==> config.mk <==
export PLATFORM = sky130hd
export DESIGN_NAME = pll_measure_sequencer
export DESIGN_NICKNAME = d
export VERILOG_FILES = /design/src/rtl/pll_meas_pkg.sv /design/src/rtl/pll_seq_timer.sv /design/src/rtl/pll_measure_sequencer.sv
export SDC_FILE = /design/constraint.sdc
export NUM_CORES = 1
export LEC_CHECK = 0
export BUFFER_PORTS_ARGS = -buffer_cell sky130_fd_sc_hd__buf_2
export CAP_MARGIN = 20
export CORE_ASPECT_RATIO = 0.9
export CORE_MARGIN = 1.5
export CORE_UTILIZATION = 57
export CTS_CLUSTER_SIZE = 40
export DETAILED_ROUTE_END_ITERATION = 8
export PLACE_DENSITY = 0.83
export SLEW_MARGIN = 10
export SYNTH_ARGS = -nofsm -noshare
export SYNTH_HDL_FRONTEND = slang
export SYNTH_SLANG_ARGS = --single-unit
export TNS_END_PERCENT = 20
==> constraint.sdc <==
create_clock -name avalon_clock -period 13.35 [get_ports avalon_clock]
set_input_delay 2.67 -clock avalon_clock [delete_from_list [all_inputs] [get_ports avalon_clock]]
set_output_delay 2.67 -clock avalon_clock [all_outputs]
set_load 0.02 [all_outputs]
==> src/rtl/pll_meas_pkg.sv <==
// pll_meas_pkg: slave register map, FSM states and timer sizing for pll_measure_sequencer
package pll_meas_pkg;
  localparam logic [3:0] ADDR_GO       = 4'd0;
  localparam logic [3:0] ADDR_COUNT    = 4'd1;
  localparam logic [3:0] ADDR_CLEAR    = 4'd2;
  localparam logic [3:0] ADDR_RES_BASE = 4'd3;
  localparam logic [3:0] ADDR_LOCKED   = 4'd10;
  localparam logic [3:0] ADDR_PRST     = 4'd11;
  localparam int NUM_RESULTS = 7;
  typedef enum logic [3:0] {
    IDLE, PRST_ON, PRST_OFF, WAIT_LOCK, LOAD, CLEAR, GO, POLL, READ, NEXT
  } state_t;
  // Shared wait timer must hold the largest wait; never narrower than 20 bits.
  function automatic int timer_width(input int a, input int b, input int c, input int d);
    int m;
    m = a > b ? a : b;
    m = m > c ? m : c;
    m = m > d ? m : d;
    return $clog2(m + 1) < 20 ? 20 : $clog2(m + 1);
  endfunction
endpackage

==> src/rtl/pll_seq_timer.sv <==
// pll_seq_timer: loadable down-counter with zero flag for the sequencer's waits
// Ports: avalon_clock/p_reset_1 (async, active-high); load/load_val reload the count;
// zero is high while the count is 0 (counting stops there).
module pll_seq_timer #(
  parameter int W = 20
) (
  input  logic         avalon_clock,
  input  logic         p_reset_1,
  input  logic         load,
  input  logic [W-1:0] load_val,
  output logic         zero
);
  logic [W-1:0] cnt;
  always_ff @(posedge avalon_clock or posedge p_reset_1) begin
    if (p_reset_1) cnt <= '0;
    else if (load) cnt <= load_val;
    else if (cnt != '0) cnt <= cnt - W'(1);
  end
  assign zero = cnt == '0;
endmodule

==> src/rtl/pll_measure_sequencer.sv <==
// pll_measure_sequencer: Avalon-MM master running repeated PLL clock-measurement runs on one slave
// Ports: avalon_clock, p_reset_1 (async, active-high); start/window_len/num_runs/do_pll_reset from host;
// m_* Avalon-MM master (readdata valid the cycle after m_read); locked from the PLL;
// res_* one strobe per result register; busy/done/error sequence status.
module pll_measure_sequencer
  import pll_meas_pkg::*;
#(
  parameter int SETTLE_CYCLES   = 8,
  parameter int RST_HOLD_CYCLES = 16,
  parameter int LOCK_TIMEOUT    = 1000000,
  parameter int POLL_GAP        = 4
) (
  input  logic        avalon_clock,
  input  logic        p_reset_1,
  input  logic        start,
  input  logic [31:0] window_len,
  input  logic [7:0]  num_runs,
  input  logic        do_pll_reset,
  output logic [3:0]  m_address,
  output logic        m_write,
  output logic        m_read,
  output logic [31:0] m_writedata,
  input  logic [31:0] m_readdata,
  input  logic        locked,
  output logic        res_valid,
  output logic [7:0]  res_run,
  output logic [2:0]  res_index,
  output logic [31:0] res_data,
  output logic        busy,
  output logic        done,
  output logic        error
);
  localparam int TW = timer_width(SETTLE_CYCLES, RST_HOLD_CYCLES, LOCK_TIMEOUT, POLL_GAP);
  state_t        state;
  logic [31:0]   win_l;
  logic [7:0]    runs_l;
  logic          prst_l;
  logic [7:0]    run;
  logic [7:0]    run_nx;
  logic [2:0]    idx;
  logic          ph;
  logic          pend;
  logic [1:0]    lock_sync;
  logic          tm_load;
  logic [TW-1:0] tm_val;
  logic          tm_zero;
  logic          launch_prst;
  assign run_nx = run + 8'd1;
  // Result data is the slave's read response, exposed only while its strobe is up.
  assign res_data = res_valid ? m_readdata : '0;
  assign launch_prst = (state == IDLE && start && num_runs != 8'd0 && do_pll_reset) ||
                       (state == NEXT && run_nx != runs_l && prst_l);
  // Timer is loaded on the edge that enters a waiting state; loading N-1 makes the
  // next strobe land exactly N cycles after the one that started the wait.
  always_comb begin
    tm_val  = launch_prst ? TW'(RST_HOLD_CYCLES - 1) :
              state == LOAD ? TW'(SETTLE_CYCLES - 1) :
              state == PRST_OFF ? TW'(LOCK_TIMEOUT - 1) :
              (state == GO || (state == POLL && pend)) ? TW'(POLL_GAP - 1) : TW'(1);
    tm_load = launch_prst || state inside {LOAD, PRST_OFF, GO} ||
              (state == POLL && tm_zero && (!pend || m_readdata[0]));
  end
  pll_seq_timer #(.W(TW)) u_timer (
    .avalon_clock(avalon_clock),
    .p_reset_1   (p_reset_1),
    .load        (tm_load),
    .load_val    (tm_val),
    .zero        (tm_zero)
  );
  always_ff @(posedge avalon_clock or posedge p_reset_1) begin
    if (p_reset_1) begin
      state       <= IDLE;
      win_l       <= '0;
      runs_l      <= '0;
      prst_l      <= 1'b0;
      run         <= '0;
      idx         <= '0;
      ph          <= 1'b0;
      pend        <= 1'b0;
      lock_sync   <= '0;
      m_address   <= '0;
      m_write     <= 1'b0;
      m_read      <= 1'b0;
      m_writedata <= '0;
      res_valid   <= 1'b0;
      res_run     <= '0;
      res_index   <= '0;
      busy        <= 1'b0;
      done        <= 1'b0;
      error       <= 1'b0;
    end else begin
      lock_sync   <= {lock_sync[0], locked};
      m_address   <= '0;
      m_write     <= 1'b0;
      m_read      <= 1'b0;
      m_writedata <= '0;
      res_valid   <= 1'b0;
      res_run     <= '0;
      res_index   <= '0;
      done        <= 1'b0;
      case (state)
        IDLE: if (start) begin
          win_l  <= window_len;
          runs_l <= num_runs;
          prst_l <= do_pll_reset;
          run    <= '0;
          error  <= 1'b0;
          if (num_runs == 8'd0) done <= 1'b1;
          else begin
            busy        <= 1'b1;
            state       <= do_pll_reset ? PRST_ON : LOAD;
            m_write     <= 1'b1;
            m_address   <= do_pll_reset ? ADDR_PRST : ADDR_COUNT;
            m_writedata <= do_pll_reset ? 32'd1 : window_len;
          end
        end
        PRST_ON: if (tm_zero) begin
          state     <= PRST_OFF;
          m_write   <= 1'b1;
          m_address <= ADDR_PRST;
        end
        PRST_OFF: state <= WAIT_LOCK;
        WAIT_LOCK: begin
          if (lock_sync[1]) begin
            state       <= LOAD;
            m_write     <= 1'b1;
            m_address   <= ADDR_COUNT;
            m_writedata <= win_l;
          end else if (tm_zero) begin
            error <= 1'b1;
            done  <= 1'b1;
            busy  <= 1'b0;
            state <= IDLE;
          end
        end
        LOAD: begin
          state       <= CLEAR;
          m_write     <= 1'b1;
          m_address   <= ADDR_CLEAR;
          m_writedata <= 32'd1;
        end
        CLEAR: if (tm_zero) begin
          state       <= GO;
          m_write     <= 1'b1;
          m_address   <= ADDR_GO;
          m_writedata <= 32'd1;
        end
        GO: begin
          state <= POLL;
          pend  <= 1'b0;
        end
        // pend marks an outstanding go read; its data is checked when the 1-cycle wait ends.
        POLL: if (tm_zero) begin
          if (!pend) begin
            m_read    <= 1'b1;
            m_address <= ADDR_GO;
            pend      <= 1'b1;
          end else if (m_readdata[0]) pend <= 1'b0;
          else begin
            state     <= READ;
            m_read    <= 1'b1;
            m_address <= ADDR_RES_BASE;
            idx       <= '0;
            ph        <= 1'b0;
          end
        end
        // ph=0: read strobe on the bus; ph=1: response present, result strobe out.
        READ: begin
          if (!ph) begin
            res_valid <= 1'b1;
            res_index <= idx;
            res_run   <= run;
            ph        <= 1'b1;
          end else if (idx == 3'(NUM_RESULTS - 1)) state <= NEXT;
          else begin
            idx       <= idx + 3'd1;
            m_read    <= 1'b1;
            m_address <= ADDR_RES_BASE + {1'b0, idx} + 4'd1;
            ph        <= 1'b0;
          end
        end
        NEXT: begin
          run <= run_nx;
          if (run_nx == runs_l) begin
            done  <= 1'b1;
            busy  <= 1'b0;
            state <= IDLE;
          end else begin
            state       <= prst_l ? PRST_ON : LOAD;
            m_write     <= 1'b1;
            m_address   <= prst_l ? ADDR_PRST : ADDR_COUNT;
            m_writedata <= prst_l ? 32'd1 : win_l;
          end
        end
        default: state <= IDLE;
      endcase
    end
  end
endmodule

# Yosys cells after proc, flatten, opt, wreduce, memory -nomap -nowiden
# Cells that the tools add are included.
dict set report classes {
  shifts 0
  bitwise_logic 0
  n_eq_ne 26
  n_addsub 5
  div 0
  mul 0
  n_reduce_logical 35
  mux 92
  magnitude_cmp 0
}
# cell n
set ops {}
lappend ops {{32-bit two-way mux} 7}
lappend ops {{32-bit case mux with 5 select lines} 1}
lappend ops {{20-bit two-way mux} 5}
lappend ops {{4-bit two-way mux} 19}
lappend ops {{4-bit case mux with 10 select lines} 1}
lappend ops {{1-bit two-way mux} 32}
lappend ops {{3-bit two-way mux} 10}
lappend ops {{4-bit case mux with 7 select lines} 1}
lappend ops {{8-bit two-way mux} 3}
lappend ops {{2-bit inequality test (second input constant)} 12}
lappend ops {{20-bit zero test} 1}
lappend ops {{20-bit nonzero test} 1}
lappend ops {{20-bit by 1-bit subtractor with 20-bit output (second input constant)} 1}
lappend ops {{4-bit by 3-bit == test with 1-bit output (second input constant)} 4}
lappend ops {{8-bit case mux with 2 select lines} 1}
lappend ops {{6-bit AND reduction} 2}
lappend ops {{10-bit AND reduction} 1}
lappend ops {{2-bit nonzero test} 5}
lappend ops {{8-bit by 1-bit adder with 8-bit output (second input constant)} 1}
lappend ops {{4-bit by 2-bit == test with 1-bit output (second input constant)} 2}
lappend ops {{4-bit == test (second input constant)} 2}
lappend ops {{8-bit == test} 1}
lappend ops {{1-bit logical AND} 8}
lappend ops {{8-bit zero test} 1}
lappend ops {{21 further kinds} 36}
dict set report totals {
  rom_bits 0
  word_cells 178
  output_inout_bits 85
  memories 0
  ramBits 0
  input_bits 77
  register_bits 133
  latchBits 0
}

# Depth between registers and ports, before layout
# Gate-level depths: netlist of the first run.
dict set report logic_depth {
  depth_word 8
  mapped_depth 10
  depth_no_buf 8
}

# Hierarchy
# Synthesis of the first run repeated with hierarchy kept, for this count alone.
dict set report unflattened {
  cells_unflattened 714
  hier_area_um2 6751.5
}
# mod n_inst seq_area_each_um2 cells_each area_each_um2
set by_module_without_submodules {}
lappend by_module_without_submodules {pll_measure_sequencer 1 2827.7 578 5489.0}
lappend by_module_without_submodules {pll_seq_timer 1 500.5 136 1262.5}

# Least setup slack after synthesis of the first run
# OpenSTA, ideal clock, no wires.
dict set report synth_path {
  path_type {input -> output}
  startpoint {in m_readdata[10]}
  endpoint {out res_data[10]}
  stages 1
  t_arrival_ps 2886
  t_required_ps 10680
  path_buffers 0
  slack_ps 7794
  cell_sequence {and2_1}
}
dict set report synth_between {
  elab_chain_len 1
}
# item line_no
set synth_rtl {}
lappend synth_rtl {{from (decl)} pll_measure_sequencer.sv:23} ;# input logic [31:0] m_readdata,
lappend synth_rtl {{32-bit two-way mux} pll_measure_sequencer.sv:50} ;# assign res_data = res_valid ? m_readdata : '0;
lappend synth_rtl {{to (decl)} pll_measure_sequencer.sv:28} ;# output logic [31:0] res_data,
# No other way between the ends.

# Worst setup path in the final report of the first run
dict set report layout_path {
  startpoint {in m_readdata[0]}
  endpoint {out res_data[0]}
}
# Same word-level chain as after synthesis.

==> results of run 1 <==
[metrics by stage]
step                      instance area, um^2  util [%]  setup slack, ns
final                                    7584     73.38            7.589
after global routing                     7584     73.38            7.553
after CTS                                7584     73.38            7.589
after detailed placement                 7023     67.95            7.600
after global placement                   7023     67.95            7.608
after floorplan                          6117         -            7.126
[final cells by class]
type | count | share of cell area, %
tap | 129 | 2.128
sequential | 133 | 43.89
inverter | 8 | 0.4290
clock buffer | 17 | 5.610
timing repair buffer | 168 | 11.32
multi-input combinational | 436 | 34.85
clock inverter | 15 | 1.782
[critical path: cells and delay by family]
family	cells	cell delay, ns
buf+inv	2	0.28
simple gates	1	0.14
[cells by family (layout without fill, tap and decap cells)]
logic type	Yosys count	in the layout	share of synthesized area (%)
AND/OR/NAND/NOR	287	287	23.28
buffers and inverters	42	208	2.761
AO/OA/AOI/OAI	107	107	12.87
adder cells (fa/ha/maj)	4	4	0.8182
XOR/XNOR	26	26	3.723
flip-flops	133	133	54.41
multiplexers	12	12	2.148
[routing by layer]
metal	vias to the layer above	wire length [um]	GRT usage, %
met5	-	0	0
met3	21	1051	8.019
met1	2560	6434	37.21
met4	0	258	8.666
li1	2439	-	-
met2	199	7692	45.92
[power by group]
group          switching, W  internal [W]  total [W]
clock network      0.000193      0.000246   0.000439
logic              0.000253      0.000178   0.000431
registers          0.000114      0.000518   0.000632
total              0.000560      0.000942    0.00150
[how the worst min path moves through the flow]
stage,endpoint,slack [ns],depth (start not counted)
final,lock_sync[1],0.36,0
after global routing,lock_sync[1],0.38,0
after CTS,lock_sync[1],0.36,0
after detailed placement,lock_sync[1],0.35,0
after global placement,lock_sync[1],0.33,0
after floorplan,lock_sync[1],0.33,0
[sequential cells by signal, summed over array words and instances (netlist names), 2 cells and up]
signal       flops
run              8
lock_sync        2
u_timer.cnt     20
win_l           32
runs_l           8
res_index        3
m_writedata     32
state            4
res_run          8
m_address        4
idx              3
[cell usage in the layout, fill, tap and decap left out, drive strengths merged, types with 10 or more instances in the layout]
cell type	instances
a21oi	10
a22o	31
and2	35
and3	16
buf	168
clkbuf	17
dfrtp	133
inv	18
nand2	128
nand3	14
nor2	30
nor3	17
nor4	10
o21ai	22
o31ai	11
xnor2	15
xor2	11
==> flow_summary.toml, run 1 <==
[outcome]
outcome = "finished, violations left"
violations = "design-rule violations"

[timing]
tns_ns = 0
final_hold_viol_count = 0
grt_setup_unrepaired = "false"
maxSlewHeadroom_pct = 33.67
finClkSkew_ns = 0.01983
fmax_mhz = 173.6
slew_violations = 0
finalSetupViolCount = 0
tightestPinTransition_ns = 0.9950
min_period_ns = 5.761
min_period_over_period_pct = 43.15
hold_ws_ns = 0.3611

[place]
half_perimeter_wire_length_after_placement_um = 10210
io_buffers = 161
place.detailed.instances = 874
gp_congestion = 0.9125

[floorplanning]
start_util_pct = 59.19
core_region_area_mm2 = 0.01033
die_footprint_mm2 = 0.01136
num_io_pins = 162
rows = 35
fp.dieW_um = 112.2
vertical_die_dimension_um = 101.3

[layout]
sequential_cell_area_mm2 = 0.003328
flow.area_growth_from_synthesis_pct = 23.97
layout-drive-gt1-share_pct = 28.31
final_cell_count_no_fill = 906
fin_nets = 845
antenna-diode-count = 0
multi_input_area_mm2 = 0.002643
fillCellCount = 751

[critical_path]
critical_path.reg2reg.endpoint = "u_timer.cnt[1]"
cp.required_ns = 10.68
largest_stage_delay_on_the_critical_path_ns = 0.16
crit_fanout = 4
setup.worst_path.end_class = "output port"
worstReg2RegStart = "run[0]"
crit_arrival_ns = 3.09
worstPathCellList = "buf_2 -> and2_1 -> buf_2"
worst-setup-path-type = "input port to output port"
r2r.worst_path.cells = 8
worst_setup_path_endpoint = "res_data[0]"
r2r_slack_ns = 10.32
crit_slowest_cell = "sky130_fd_sc_hd__buf_2"
crit_path_start = "m_readdata[0]"
timing.critical_path.from_type = "input port"
crit_path_frequent_cell = "sky130_fd_sc_hd__buf_2"

[routing]
route.detailed.drc = 8
vias_per_cell = 5.760
drt_first_pass_iters = 9
route.final.wire_length_um = 15440
post_drt_wl_per_cell_um = 17.04
detail-route-antenna-nets = 0
num_vias = 5219
drt_iter0_markers = 416

[global_routing]
antenna_found_initial = 0
first_global_vias = 5080
maximum_number_of_pins_on_one_net_before_global_route_repair = 80
grt_pass1_wl_um = 25120
combined_global_route_utilization_of_all_metal_layers_pct = 28.13
grt_overflow = 0

[logic_synthesis]
synth_top_cells_by_count = "sky130_fd_sc_hd__dfrtp_1, sky130_fd_sc_hd__nand2_1, sky130_fd_sc_hd__and2_1"
synth_nets = 692
synth.yosys.seq_area_share_pct = 54.41
synth_async_sr_flop_share_pct = 100.0
synth_seq_cells = 133
synth_top_area_share_pct = 54.41
syn_avg_cell_area_um2 = 10.01
synth.top_cells.by_area = "sky130_fd_sc_hd__dfrtp_1, sky130_fd_sc_hd__nand2_1, sky130_fd_sc_hd__a22o_1"
post_syn_area_mm2 = 0.006117
count_of_flip_flops_with_a_built_in_enable_after_synthesis = 0
post-synth-top-count-cell = "sky130_fd_sc_hd__dfrtp_1"
netlist-cell-type-count = 63
yosys_most_used_dff = "sky130_fd_sc_hd__dfrtp_1"
synth_top_cell_by_area = "sky130_fd_sc_hd__dfrtp_1"
yosys_warnings = 0
syn-instance-count = 611

[clock_network]
cts-root-buf = "sky130_fd_sc_hd__clkbuf_16"
clkSinkCount = 133
insertion_delay_ns = 0.42
tritoncts.num_buffers = 17
ctsHtreeMaxLevel = 4
holdBufCountCts = 0
post_cts_resized = 0
cts_tree = "built"
postCtsSetupBuffers = 0
clkTransAtPathRegs_ns = 0.06
clock_path_buffers = 2

[power]
ir_drop_v = 0.0001487
power.density_cell_area_mw_per_mm2 = 198.1
power.leakage_nw = 3.996
total_power_w = 0.001502

[min_path]
hold_path.class = "register to register"
worst_hold_startpoint = "lock_sync[0]"

[run]
max_cap_violations = 0
Note: power is estimated with default switching activity, not from simulation.
==> run 2, diff against run 1 <==
--- a/config.mk
+++ b/config.mk
@@ -9,10 +9,10 @@
 export CAP_MARGIN = 20
 export CORE_ASPECT_RATIO = 0.9
 export CORE_MARGIN = 1.5
-export CORE_UTILIZATION = 57
+export CORE_UTILIZATION = 48
 export CTS_CLUSTER_SIZE = 40
 export DETAILED_ROUTE_END_ITERATION = 8
-export PLACE_DENSITY = 0.83
+export PLACE_DENSITY = 0.75
 export SLEW_MARGIN = 10
 export SYNTH_ARGS = -nofsm -noshare
 export SYNTH_HDL_FRONTEND = slang
==> constraint.sdc (replaced) <==
create_clock -name avalon_clock -period 5.1 [get_ports avalon_clock]
set_input_delay 1.02 -clock avalon_clock [delete_from_list [all_inputs] [get_ports avalon_clock]]
set_output_delay 1.02 -clock avalon_clock [all_outputs]
set_load 0.02 [all_outputs]
==> flow_summary.toml, run 2 (synthesis results as in run 1) <==
[layout]
flow.area_growth_from_synthesis_pct = 25.10
final_cell_count_no_fill = 938
fillCellCount = 1004
layout-drive-gt1-share_pct = 28.28
layout.cells.most_common_list = "sky130_fd_sc_hd__buf_2, sky130_fd_sc_hd__dfrtp_1, sky130_fd_sc_hd__nand2_1"
layout_commonest_cell = "sky130_fd_sc_hd__buf_2"
fin_nets = 846
biggestRegsByFlops = "m_writedata (32), win_l (32), u_timer.cnt (20)"
postLayoutCoreUtil_pct = 62.63
antenna-diode-count = 0
post-route-cell-area_mm2 = 0.007652

[critical_path]
critical_path.reg2reg.endpoint = "u_timer.cnt[1]"
timing.critical_path.from_type = "register"
crit_slowest_cell = "sky130_fd_sc_hd__or4b_1"
worst-setup-path-type = "register to register"
setup.worst_path.end_class = "register"
r2r_slack_ns = 2.19
crit_arrival_ns = 3.20
crit_fanout = 21
r2r.worst_path.cells = 8
largest_stage_delay_on_the_critical_path_ns = 0.54
cp.required_ns = 5.39
worstPathCellList = "ha_1 -> nand3_1 -> o21a_1 -> nor4b_1 -> o2111a_1 -> o21ai_1 -> buf_4 -> or4b_1"
worstReg2RegStart = "run[0]"
crit_path_start = "run[0]"

[clock_network]
post_cts_resized = 0
insertion_delay_ns = 0.42
holdBufCountCts = 0
cts-root-buf = "sky130_fd_sc_hd__clkbuf_16"
postCtsSetupBuffers = 0
cts_tree = "built"
clkTransAtPathRegs_ns = 0.06
clock_path_buffers = 2
tritoncts.num_buffers = 17
clkSinkCount = 133
ctsHtreeMaxLevel = 4

[min_path]
hold_path.class = "register to register"
worst_hold_path.endpoint = "lock_sync[1]"
worstHoldPathCells = 0
worst_hold_startpoint = "lock_sync[0]"

[global_routing]
use_met3_pct = 5.967
groute.layer.met1.usage_pct = 31.15
first_global_vias = 4853
grt_overflow = 0
antenna_found_initial = 0
maximum_number_of_pins_on_one_net_before_global_route_repair = 63
top_usage_layer = "met2"
combined_global_route_utilization_of_all_metal_layers_pct = 22.90
grt_pass1_wl_um = 23920
grtUsageMet2_pct = 35.39

[timing]
tightestPinTransition_ns = 0.8240
grt_setup_unrepaired = "false"
slew_violations = 0
tns_ns = 0
final_hold_viol_count = 0
finClkSkew_ns = 0.006401
min_period_ns = 2.911
min_period_over_period_pct = 57.07
fmax_mhz = 343.6
finalSetupViolCount = 0
maxSlewHeadroom_pct = 44.58

[routing]
route.detailed.drc = 0
num_vias = 5161
detail-route-antenna-nets = 0
drt_first_pass_iters = 5
vias_per_cell = 5.502
route.final.wire_length_um = 14740
post_drt_wl_per_cell_um = 15.71
drt_iter0_markers = 411

[place]
io_buffers = 161
place.detailed.instances = 906
gp_congestion = 0.9206
dpl_cell_area_mm2 = 0.007069
half_perimeter_wire_length_after_placement_um = 10310

[power]
ir_drop_v = 0.0002877
pwr-share-clk_pct = 30.1
comb_power_share_pct = 28.2
seq_power_share_pct = 41.7
power.density_cell_area_mw_per_mm2 = 516.0
switching_power_summed_over_all_nets_w = 0.001403
p_int_w = 0.002546
power.share.switching_pct = 35.53
power.leakage_nw = 4.004

[floorplanning]
rows = 38
core_region_area_mm2 = 0.01222
fp.dieW_um = 122.0
vertical_die_dimension_um = 110.1
die_footprint_mm2 = 0.01343
start_util_pct = 50.06
num_io_pins = 162

[outcome]
outcome = "complete, no violations"

[run]
max_cap_violations = 0
[run 2: cell count changes in the layout (fill, tap and decap cells not counted), sizes merged]
cell      previous run  this run
buf                168       169
clkinv               3         6
clkinvlp             2         3
clkbuf              17        18
inv                 18        11
bufinv               0         2
[run 2: how the worst max path moves through the flow]
stage                     endpoint  slack (ns)  depth (start not counted)
finish              u_timer.cnt[1]        2.19                          8
global route              state[1]        1.89                          6
CTS                 u_timer.cnt[1]        2.19                          8
detailed placement  u_timer.cnt[1]        2.17                          7
global placement    u_timer.cnt[1]        2.28                          7
floorplan                     busy        0.53                          1
[run 2: through the flow]
step,hold slack (ns),power [W],worst slack [ns]
floorplan,0.3312,0.002426,0.5256
global placement,0.3383,0.002697,2.275
detailed placement,0.3363,0.002757,2.167
CTS,0.3492,0.003962,2.192
global route,0.3647,0.004192,1.894
finish,0.3447,0.003949,2.189
[run 2: area by class of cell]
cell class | count | area [um^2] | share of cell area (%)
timing repair buffer | 169 | 865.8 | 11.31
inverter | 8 | 32.53 | 0.4251
multi-input combinational | 436 | 2643 | 34.53
tap | 160 | 200.2 | 2.616
sequential | 133 | 3328 | 43.49
clock inverter | 14 | 153.9 | 2.011
clock buffer | 18 | 429.2 | 5.608
[run 2: power by group through the flow]
| stage | sequential [W] | combinational [W] | clock (W) |
|---|---|---|---|
| floorplan | 0.00160 | 0.000827 | 0 |
| global placement | 0.00164 | 0.00106 | 0 |
| detailed placement | 0.00165 | 0.00110 | 0 |
| CTS | 0.00164 | 0.00111 | 0.00121 |
| global route | 0.00169 | 0.00124 | 0.00126 |
| finish | 0.00165 | 0.00111 | 0.00119 |
[run 2: layer usage]
metal / vias up / part of all wire, %
li1: 2442 / -
met1: 2484 / 43
met2: 215 / 47
met3: 20 / 7.9
met4: 0 / 1.4
met5: - / 0
[run 2: worst max-delay path: cells and delay by family, from the launching register on]
| family | cells | cell delay [ns] |
|---|---|---|
| and+or+nand+nor | 3 | 1.08 |
| DFF | 1 | 0.46 |
| AOI/OAI and AO/OA | 3 | 0.75 |
| buffers and inverters | 1 | 0.21 |
| adders and majority gates | 1 | 0.28 |
==> run 3, diff against run 2 <==
--- a/config.mk
+++ b/config.mk
@@ -9,10 +9,10 @@
 export CAP_MARGIN = 20
 export CORE_ASPECT_RATIO = 0.9
 export CORE_MARGIN = 1.5
-export CORE_UTILIZATION = 48
+export CORE_UTILIZATION = 53
 export CTS_CLUSTER_SIZE = 40
 export DETAILED_ROUTE_END_ITERATION = 8
-export PLACE_DENSITY = 0.75
+export PLACE_DENSITY = 0.78
 export SLEW_MARGIN = 10
 export SYNTH_ARGS = -nofsm -noshare
 export SYNTH_HDL_FRONTEND = slang
==> constraint.sdc (replaced) <==
create_clock -name avalon_clock -period 2.7 [get_ports avalon_clock]
set_input_delay 0.54 -clock avalon_clock [delete_from_list [all_inputs] [get_ports avalon_clock]]
set_output_delay 0.54 -clock avalon_clock [all_outputs]
set_load 0.02 [all_outputs]
==> flow_summary.toml, run 3 (synthesis results as in run 1) <==
[critical_path]
crit_slowest_cell = "sky130_fd_sc_hd__or4b_1"
r2r.worst_path.cells = 7
setup.worst_path.end_class = "register"
largest_stage_delay_on_the_critical_path_ns = 0.59
worst_path_dominant_cell_family = "compound AO/OA/AOI/OAI gates"
worst-setup-path-type = "register to register"
crit_arrival_ns = 2.87
worstSetupPathDepth = 7
timing.critical_path.from_type = "register"
crit_fanout = 8
critical_path.n_buffers_inverters = 0
worstPathCellList = "ha_2 -> xnor2_1 -> nand2_1 -> a311oi_1 -> o2111a_1 -> o21ai_1 -> or4b_1"
cp.required_ns = 2.98

[timing]
slew_violations = 0
fmax_mhz = 387.1
min_period_over_period_pct = 95.69
tightestPinTransition_ns = 0.6933
finalSetupViolCount = 0
final_hold_viol_count = 0
tns_ns = 0
grt_setup_unrepaired = "false"
finClkSkew_ns = 0.007759
min_period_ns = 2.584
maxSlewHeadroom_pct = 53.36

[global_routing]
grt_overflow = 0
antenna_found_initial = 0
grt_pass1_wl_um = 25300
combined_global_route_utilization_of_all_metal_layers_pct = 26.77
first_global_vias = 5267
maximum_number_of_pins_on_one_net_before_global_route_repair = 85

[clock_network]
clkTransAtPathRegs_ns = 0.06
post_cts_resized = 0
cts-root-buf = "sky130_fd_sc_hd__clkbuf_16"
holdBufCountCts = 0
postCtsSetupBuffers = 0
ctsHtreeMaxLevel = 4
tritoncts.num_buffers = 17
clkSinkCount = 133
insertion_delay_ns = 0.42
cts_tree = "built"
clock_path_buffers = 2

[floorplanning]
vertical_die_dimension_um = 104.9
num_io_pins = 162
start_util_pct = 53.93
die_footprint_mm2 = 0.01220
fp.dieW_um = 116.2
core_region_area_mm2 = 0.01134
rows = 37

[layout]
biggestRegsByFlops = "m_writedata (32), win_l (32), u_timer.cnt (20)"
fillCellCount = 880
layout-drive-gt1-share_pct = 29.80
layout_commonest_cell = "sky130_fd_sc_hd__buf_2"
final_cell_count_no_fill = 948
flow.area_growth_from_synthesis_pct = 27.98
antenna-diode-count = 0
fin_nets = 860
layout.cells.most_common_list = "sky130_fd_sc_hd__buf_2, sky130_fd_sc_hd__dfrtp_1, sky130_fd_sc_hd__nand2_1"

[place]
place.detailed.instances = 916
io_buffers = 161
half_perimeter_wire_length_after_placement_um = 10540
gp_congestion = 0.9481

[routing]
route.final.wire_length_um = 15440
drt_iter0_markers = 424
post_drt_wl_per_cell_um = 16.28
wl_met1_um = 6357
routed-wl-met2_um = 7719
vias_per_cell = 5.559
wl_met3_um = 965
detail-route-antenna-nets = 0
maxUsedRoutingLayer = "met4"
num_vias = 5270
route.detailed.drc = 0
drt_first_pass_iters = 6

[power]
switching_power_summed_over_all_nets_w = 0.002677
pwr-share-clk_pct = 30.9
power.share.switching_pct = 34.35
seq_power_share_pct = 39.1
power.density_cell_area_mw_per_mm2 = 995.6
p_int_w = 0.005117
ir_drop_v = 0.0006465
power.leakage_nw = 4.099
comb_power_share_pct = 30.0

[min_path]
worstHoldPathCells = 1
hold_path.class = "input port to register"

[outcome]
outcome = "complete, no violations"

[run]
max_cap_violations = 0
run 3: cell types whose count changed in the layout (fill, tap and decap cells not counted), sizes merged:
cell / delta
buf: +14
inv: -3
bufinv: +2
clkbuf: +2
clkinvlp: -1
run 3: path summary, 6_finish.rpt:
path,to,slack (ns),start
worst min-delay path,lock_sync[0],0.22,locked
worst max-delay path,u_timer.cnt[1],0.12,run[0]
min in group asynchronous,m_writedata[26],0.24,p_reset_1
worst max register to register,u_timer.cnt[1],0.12,run[0]
max in group asynchronous,res_run[3],1.95,p_reset_1
worst min register to register,lock_sync[1],0.36,lock_sync[0]
run 3: layout make-up:
| type | count | area (um^2) | share of cell area [%] |
|---|---|---|---|
| repair buffers | 183 | 996.0 | 12.72 |
| inverters | 8 | 33.78 | 0.4315 |
| flip-flops and latches | 133 | 3329 | 42.53 |
| multi-input cells | 436 | 2650 | 33.85 |
| well taps | 156 | 195.2 | 2.493 |
| clock buffers | 20 | 446.7 | 5.706 |
| clock inverters | 12 | 177.7 | 2.269 |
run 3: layer usage:
| metal | track usage (%) | vias up |
|---|---|---|
| met5 | 0 | - |
| met1 | 34.44 | 2561 |
| met3 | 6.787 | 34 |
| met4 | 12.11 | 0 |
| li1 | - | 2476 |
| met2 | 42.56 | 199 |
run 3: power groups by stage:
stage,Clock (W),Sequential (W),Combinational [W]
floorplan,0,0.00302,0.00156
global placement,0,0.00301,0.00219
detailed placement,0,0.00305,0.00228
CTS,0.00244,0.00303,0.00232
global route,0.00253,0.00312,0.00259
finish,0.00241,0.00305,0.00234
run 3: metrics by stage:
step	hold slack (ns)	area (um^2)	power [W]	utilization (%)	setup slack (ns)
floorplan	0.3312	6121	0.004583	-	0.2614
global placement	0.3385	7196	0.005198	63.44	0.1952
detailed placement	0.3477	7196	0.005328	63.44	0.1058
CTS	0.2089	7820	0.007795	68.95	0.04558
global route	0.2074	7829	0.008243	69.02	0.02814
finish	0.2234	7829	0.007795	69.02	0.1165
